<file path="src/rtl/radio_uplink_tx.sv">
// Uplink word serialiser for the four-wire radio interface (RPULSE, RD1, RD0, RCHECK).
// Each 14-bit word goes out as one sync frame (RD1=RD0=RCHECK=1) followed by
// seven dibit frames, MSB pair first. Every line output is registered, so all
// line values are computed from the next-state values.
//
// state   | meaning
// --------+-------------------------------------------------------------
// IDLE    | lines low, word_ready high, waiting for word_valid
// S_SETUP | sync pattern on RD1/RD0/RCHECK, RPULSE low
// S_PULSE | sync pattern held, RPULSE high for SYNC_W clocks
// S_GAP   | sync pattern held, RPULSE low
// D_SETUP | current dibit and its parity on the lines, RPULSE low
// D_PULSE | dibit held, RPULSE high for PULSE_W clocks
// D_GAP   | dibit held, RPULSE low; shift to next dibit or finish
module radio_uplink_tx #(
  parameter int SETUP   = 2,
  parameter int PULSE_W = 4,
  parameter int GAP     = 4,
  parameter int SYNC_W  = 8
) (
  input  logic        clk,
  input  logic        rstb,
  input  logic [13:0] word_in,
  input  logic        err_inject,
  input  logic        word_valid,
  output logic        word_ready,
  output logic        busy,
  output logic        done,
  output logic        RPULSE,
  output logic        RD1,
  output logic        RD0,
  output logic        RCHECK
);

  typedef enum logic [2:0] {
    IDLE, S_SETUP, S_PULSE, S_GAP, D_SETUP, D_PULSE, D_GAP
  } state_t;

  localparam int TW = 8;
  // Down-counter load values: a state lasting L clocks loads L-1 and exits at zero.
  localparam logic [TW-1:0] SETUP_LD = TW'(SETUP - 1);
  localparam logic [TW-1:0] PULSE_LD = TW'(PULSE_W - 1);
  localparam logic [TW-1:0] GAP_LD   = TW'(GAP - 1);
  localparam logic [TW-1:0] SYNC_LD  = TW'(SYNC_W - 1);
  localparam logic [2:0]    LAST_IDX = 3'd6;

  state_t        state, state_nx;
  logic [TW-1:0] tcnt, tcnt_nx;
  logic [2:0]    idx, idx_nx;
  logic [13:0]   shreg, shreg_nx;
  logic          err, err_nx;
  logic          pulse_nx, rd1_nx, rd0_nx, rchk_nx, busy_nx, done_nx;

  assign word_ready = (state == IDLE);

  // State, counters, payload and registered line outputs.
  always_ff @(posedge clk) begin
    if (!rstb) begin
      state  <= IDLE;
      tcnt   <= '0;
      idx    <= '0;
      shreg  <= '0;
      err    <= 1'b0;
      RPULSE <= 1'b0;
      RD1    <= 1'b0;
      RD0    <= 1'b0;
      RCHECK <= 1'b0;
      busy   <= 1'b0;
      done   <= 1'b0;
    end else begin
      state  <= state_nx;
      tcnt   <= tcnt_nx;
      idx    <= idx_nx;
      shreg  <= shreg_nx;
      err    <= err_nx;
      RPULSE <= pulse_nx;
      RD1    <= rd1_nx;
      RD0    <= rd0_nx;
      RCHECK <= rchk_nx;
      busy   <= busy_nx;
      done   <= done_nx;
    end
  end

  // Next-state logic: timed states advance when the down-counter reaches zero.
  always_comb begin
    state_nx = state;
    tcnt_nx  = (tcnt != '0) ? tcnt - TW'(1) : tcnt;
    idx_nx   = idx;
    shreg_nx = shreg;
    err_nx   = err;
    case (state)
      IDLE: begin
        if (word_valid) begin
          state_nx = S_SETUP;
          tcnt_nx  = SETUP_LD;
          shreg_nx = word_in;
          err_nx   = err_inject;
          idx_nx   = '0;
        end
      end
      S_SETUP: if (tcnt == '0) begin state_nx = S_PULSE; tcnt_nx = SYNC_LD;  end
      S_PULSE: if (tcnt == '0) begin state_nx = S_GAP;   tcnt_nx = GAP_LD;   end
      S_GAP:   if (tcnt == '0) begin state_nx = D_SETUP; tcnt_nx = SETUP_LD; end
      D_SETUP: if (tcnt == '0) begin state_nx = D_PULSE; tcnt_nx = PULSE_LD; end
      D_PULSE: if (tcnt == '0) begin state_nx = D_GAP;   tcnt_nx = GAP_LD;   end
      D_GAP: begin
        if (tcnt == '0) begin
          if (idx == LAST_IDX) begin
            state_nx = IDLE;
          end else begin
            state_nx = D_SETUP;
            tcnt_nx  = SETUP_LD;
            shreg_nx = {shreg[11:0], 2'b00};
            idx_nx   = idx + 3'd1;
          end
        end
      end
      default: state_nx = IDLE;
    endcase
  end

  // Line values for the coming cycle, derived from the next state so they register in step with it.
  always_comb begin
    pulse_nx = 1'b0;
    rd1_nx   = 1'b0;
    rd0_nx   = 1'b0;
    rchk_nx  = 1'b0;
    case (state_nx)
      S_SETUP, S_PULSE, S_GAP: begin
        rd1_nx  = 1'b1;
        rd0_nx  = 1'b1;
        rchk_nx = 1'b1;
      end
      D_SETUP, D_PULSE, D_GAP: begin
        rd1_nx  = shreg_nx[13];
        rd0_nx  = shreg_nx[12];
        rchk_nx = shreg_nx[13] ^ shreg_nx[12] ^ (err_nx && (idx_nx == LAST_IDX));
      end
      default: ;
    endcase
    pulse_nx = (state_nx == S_PULSE) || (state_nx == D_PULSE);
    busy_nx  = (state_nx != IDLE);
    // Final GAP cycle of the last dibit.
    done_nx  = (state_nx == D_GAP) && (tcnt_nx == '0) && (idx_nx == LAST_IDX);
  end

endmodule

</file>
<file path="config.mk">
export PLATFORM = sky130hd
export DESIGN_NAME = radio_uplink_tx
export DESIGN_NICKNAME = d
export VERILOG_FILES = /design/src/rtl/radio_uplink_tx.sv
export SDC_FILE = /design/constraint.sdc
export NUM_CORES = 1
export LEC_CHECK = 0
export BUFFER_PORTS_ARGS = -buffer_cell sky130_fd_sc_hd__buf_2
export CORE_MARGIN = 2
export CORE_UTILIZATION = 45
export CTS_CLUSTER_SIZE = 28
export DETAILED_ROUTE_END_ITERATION = 8
export GPL_TIMING_DRIVEN = 0
export PLACE_DENSITY = 0.73
export REMOVE_ABC_BUFFERS = 1
export SKIP_LAST_GASP = 1
export SYNTH_ARGS = -nofsm -noshare
export SYNTH_HDL_FRONTEND = slang
export SYNTH_SLANG_ARGS = --single-unit
</file>
<file path="constraint.sdc">
create_clock -name clk -period 4.65 [get_ports clk]
set_input_delay 0.6975 -clock clk [delete_from_list [all_inputs] [get_ports clk]]
set_output_delay 0.6975 -clock clk [all_outputs]
set_load 0.1 [all_outputs]
</file>
== Word-level counts from Yosys, hierarchy flattened ==
Index checks and enable logic that the tools add are counted.

* Bits in read-only memories: 0
* Word-level logic and storage cells: 77
* Register bits: 35
* Bits in latches: 0
* Memory bits (writable): 0
* Memories: 0
* Output and inout bits: 7
* Bits of input ports: 18

* Add/sub/neg operators: 2
* Multiplexer cells: 30
* Shift operators: 0
* Reductions and logical operators: 14
* Order comparisons: 0
* Bitwise operators: 2
* Divide/modulo/power cells: 0
* Multipliers: 0
* Equal/unequal tests: 17

{| class="wikitable"
|+ Operators by type and width
! cell !! number
|-
| $mux W8 || 7
|-
| $mux W14 || 3
|-
| $pmux W8 S5 || 1
|-
| $mux W3 || 11
|-
| $pmux W14 S2 || 1
|-
| $eq A3 B3 Y1 const B || 8
|-
| $pmux W3 S7 || 1
|-
| $logic_not A8 Y1 || 2
|-
| $eq A3 B2 Y1 const B || 4
|-
| $reduce_or A3 Y1 || 3
|-
| $reduce_bool A8 Y1 || 1
|-
| $sub A8 B1 Y8 const B || 1
|-
| $eq A3 B1 Y1 const B || 2
|-
| $ne A2 B2 Y1 const B || 3
|-
| $pmux W1 S2 || 3
|-
| $pmux W3 S2 || 1
|-
| $reduce_and A4 Y1 || 1
|-
| $add A3 B1 Y3 const B || 1
|-
| $logic_and A1 B1 Y1 || 3
|-
| $logic_not A3 Y1 || 1
|-
| $reduce_bool A3 Y1 || 1
|-
| $mux W1 || 2
|-
| $reduce_bool A2 Y1 || 1
|-
| $xor A1 B1 Y1 || 2
|-
| $logic_or A1 B1 Y1 || 1
|}

== Longest topological paths before layout ==
* Depth after elaboration: 8
* Mapped depth: 12
* Depth with buffers taken out: 11

== Least setup slack after synthesis ==
OpenSTA, ideal clock, no wires.

* Path type: reg-to-reg
* From: reg state[1]
* To: reg done
* Slack: 1.239 ns
* Period minus slack after synthesis: 3.411 ns
* Stages on the path, launching flop included: 7
* Arrival: 3.350 ns
* Path buffers: 1
* Library setup time: 0.061 ns
* Data required time: 4.589 ns
* Cell sequence: dfxtp_1 -> clkbuf_1 -> nor3_1 -> o21bai_1 -> a22o_1 -> o21ai_0 -> and4bb_2

* Elaborated cells between the ends (all ways): 23
* Those cells by class: eq/ne: 8; mux: 10; reduce/logical: 5

{| class="wikitable"
|+ RTL lines
! what !! RTL line !! RTL
|-
| start, declared || 47 || <nowiki>state_t state, state_nx;</nowiki>
|-
| start signal, assigned || 71 || <nowiki>state <= state_nx;</nowiki>
|-
| $logic_not A3 Y1 * || -- ||
|-
| net word_ready || 26 || <nowiki>output logic word_ready,</nowiki>
|-
| $pmux W3 S7 or $pmux W8 S5 (tied branches) || 92 || <nowiki>case (state)</nowiki>
|-
| $eq A3 B3 Y1 or $logic_not A8 Y1 (tied branches) || 145 || <nowiki>done_nx = (state_nx == D_GAP) && (tcnt_nx == '0) && (idx_nx == LAST_IDX);</nowiki>
|-
| $logic_and A1 B1 Y1 || 145 ||
|-
| $logic_and A1 B1 Y1 * || 145 ||
|-
| end signal, assigned || 81 || <nowiki>done <= done_nx;</nowiki>
|-
| end, declared || 28 || <nowiki>output logic done,</nowiki>
|}

Mark *: on every way through the listed nets, which the timed path passes. The rest lies on a longest branch.
A chain may end at the register's enable or synchronous reset.

== Final worst setup path ==
* From: reg tcnt[0]
* To: reg done

* Cells in the longest elaborated chain, start to end: 8
* Elaborated cells between the ends (all ways): 25
* Those cells by class: add/sub: 1; eq/ne: 2; mux: 17; reduce/logical: 5

{| class="wikitable"
|+ RTL lines
! what !! RTL line !! RTL
|-
| start, declared || 48 || <nowiki>logic [TW-1:0] tcnt, tcnt_nx;</nowiki>
|-
| start signal, assigned || 72 || <nowiki>tcnt <= tcnt_nx;</nowiki>
|-
| $sub A8 B1 Y8 or $reduce_bool A8 Y1 (tied branches) || 88 || <nowiki>tcnt_nx = (tcnt != '0) ? tcnt - TW'(1) : tcnt;</nowiki>
|-
| $mux W8 || 88 ||
|-
| $mux W8 || 109 || <nowiki>if (idx == LAST_IDX) begin</nowiki>
|-
| $mux W8 || 108 || <nowiki>if (tcnt == '0) begin</nowiki>
|-
| $pmux W8 S5 || 92 ||
|-
| $logic_not A8 Y1 || 145 ||
|-
| $logic_and A1 B1 Y1 || 145 ||
|-
| $logic_and A1 B1 Y1 * || 145 ||
|}

Mark *: on every way between the ends. The rest lies on a longest branch, timed or not.

==> flow_metrics.env <==
export IMPL_finalCritPeriodShare=0.728
export IMPL_ys_ff_latch=35
export IMPL_ios=25
export IMPL_setup_tns_ns=0
export IMPL_start_kind="register"
export IMPL_hold_viol=0
export IMPL_clkSinkCount=35
export IMPL_first_pass_iters=4
export IMPL_synth_edff_count=0
export IMPL_start_util=0.471
export IMPL_cp_max_fo=10
export IMPL_synth_top_cell_by_area="dfxtp_1"
export IMPL_vdd_ir_drop_max_mv=0.243
export IMPL_synthFlopType="dfxtp_1"
export IMPL_postCtsResizedCells=0
export IMPL_cp_slowest_cell="or4b_1"
export IMPL_cts_post_setup_buffers_inserted=0
export IMPL_ys_async_sr_fraction=0
export IMPL_netlist_area_sq_um=1880
export IMPL_max_freq_mhz=296
export IMPL_path_cells="inv_1, ha_1, or4b_1, nor2_4, inv_1, ha_1, o21ai_0, o21ai_0, a2111oi_0, and4bb_2"
export IMPL_grt_pass1_wl_microns=6840
export IMPL_cp_end_kind="register"
export IMPL_antenna_found_initial=0
export IMPL_syn_to_final_growth_pct=12.4
export IMPL_tightestPinTransition_ns=0.926
export IMPL_holdBufCountCts=0
export IMPL_p_per_area_nw_per_um2=714
export IMPL_synth_warnings=0
export IMPL_layout_nets=279
export IMPL_fin_crit_ns=3.38
export IMPL_required_ns=4.88
export IMPL_finClkSkew_ns=0.00427
export IMPL_clkTransAtPathRegs_ns=0.07
export IMPL_routed_via_density=5.73
export IMPL_core_area_sq_um=4000
export IMPL_cts_tree="built"
export IMPL_route_vias_total=1766
export IMPL_worstPathArrival_ns=3.62
export IMPL_rsz0062_at_grt="false"
export IMPL_drv_cap=0
export IMPL_gp_congestion=0.827
export IMPL_gr_total_overflow=0
export IMPL_cts_buffers=5
export IMPL_htree_levels=2
export IMPL_maxSlewViolCount=0
export IMPL_syn_inst=239
export IMPL_fillers=394
export IMPL_drt_total_wl_microns=4120
export IMPL_die_area_sq_um=4720
export IMPL_dp_hpwl_microns=2920
export IMPL_drtIter0Drc=109
export IMPL_root_buffer="clkbuf_8"
export IMPL_fp_dieW_microns=68.7
export IMPL_row_count=23
export IMPL_grt_max_degree=22
export IMPL_clock_latency_ns=0.29
export IMPL_synth_top_area_frac=0.372
export IMPL_netlist_top_cells_count="35 x dfxtp_1, 32 x a21oi_1, 25 x nand2_1"
export IMPL_post_synth_top_count_cell="dfxtp_1"
export IMPL_yosysUniqueCellTypes=44
export IMPL_fin_area_sq_um=2120
export IMPL_final_layout_size_suffix_gt1_frac=0.163
export IMPL_post_route_drc_count=0
export IMPL_port_buffer_count=24
export IMPL_grt_pass1_vias=1533
export IMPL_slew_headroom=0.374
export IMPL_antennaDiodeCount=0
export IMPL_ys_seq_area_frac=0.372
export IMPL_fp_dieH_microns=68.7
export IMPL_place_area_sq_um=2030
export IMPL_detail_route_antenna_nets=0
export IMPL_path_class="reg2reg"
export IMPL_status="completed"
export IMPL_grt_usage=0.193
export IMPL_clockBufferDepth=2
export IMPL_ys_top_cells_by_area="dfxtp_1 37%, a21oi_1 8.5%, nand2_1 5.0%"
export IMPL_syn_avg_cell_area_sq_um=7.88
export IMPL_cellLeakagePower_nw=0.822
export IMPL_min_path_type="reg2reg"
export IMPL_slowest_delay_ns=0.68
export IMPL_setup_violations=0
export IMPL_wl_per_cell_microns=13.4
path summary, 6_finish.rpt:
check	start	endpoint	slack [ns]	cells after the start
max reg2reg	tcnt[0]	done	1.27	10
max	tcnt[0]	done	1.27	10
min reg2reg	shreg[11]	shreg[11]	0.46	2
min	shreg[11]	shreg[11]	0.46	2
cell families after synthesis:
family                   count (synthesis)  synth area share
XOR/XNOR                                 6            0.0279
flip-flops                              35             0.372
AND/OR/NAND/NOR                         86             0.242
AO/OA/AOI/OAI                           76             0.244
multiplexers                             6            0.0346
adder cells (fa/ha/maj)                  4            0.0266
buffers and inverters                   26            0.0532
critical path: cells and delay by family (launching register included):
family	cells	cell delay, ns
AND/OR/NAND/NOR	3	1.31
AO/OA/AOI/OAI	3	0.83
adder cells (fa/ha/maj)	2	0.59
flip-flops	1	0.37
buffers and inverters	2	0.23
where the power goes:
group	switching [mW]	total [mW]	internal, mW	leakage, nW
sequential	0.0873	0.462	0.375	0.287
combinational	0.553	0.835	0.281	0.494
clock	0.111	0.216	0.105	0.0412
cell usage in the layout (no fill, tap or decap), drive strengths merged, types with 2 or more instances in the layout:
cell type	netlist	routed
ha	4	4
o211ai	2	2
a31oi	3	3
and2	2	2
a21oi	32	32
nor2	20	20
buf	3	26
or3	2	2
xnor2	2	2
a22oi	10	10
o21ai	16	16
inv	11	11
nor3	14	14
mux2i	5	5
o31ai	2	2
nand3	7	7
or4b	3	3
a221oi	3	3
nand2	25	25
dfxtp	35	35
nor4b	2	2
clkbuf	12	6
a22o	2	2
nand2b	2	2
xor2	4	4
per-layer routing:
layer / vias up / part of all wire / track usage
li1: 900 / - / -
met1: 818 / 0.48 / 0.239
met4: 0 / 0 / 0.0441
met3: 0 / 0.065 / 0.0633
met2: 48 / 0.46 / 0.327
met5: - / 0 / 0
metrics by stage:
stage	std cells	hold slack (ns)	setup WS, ns	utilization	total power, mW
2_1_floorplan	224	0.436	1.13	-	1.12
3_3_place_gp	298	0.442	-0.141	0.502	1.27
3_5_place_dp	300	0.448	1.34	0.508	1.30
4_1_cts	308	0.458	1.31	0.529	1.52
5_1_grt	308	0.472	1.09	0.529	1.63
6_report	308	0.457	1.27	0.529	1.51
layout make-up:
cell class / instances / area (sq um) / share of cell area
Sequential cell: 35 / 701 / 0.331
Clock inverter: 2 / 12.5 / 0.00591
Tap cell: 50 / 62.6 / 0.0296
Timing Repair Buffer: 26 / 139 / 0.0656
Multi-Input combinational cell: 178 / 1090 / 0.514
Clock buffer: 6 / 72.6 / 0.0343
Inverter: 11 / 41.3 / 0.0195
flip-flops by register name, summed over array words and instances (netlist names):
name	flops
RCHECK	1
RD0	1
RD1	1
RPULSE	1
busy	1
done	1
err	1
idx	3
shreg	14
state	3
tcnt	8
Note: power is estimated with default switching activity, not from simulation.
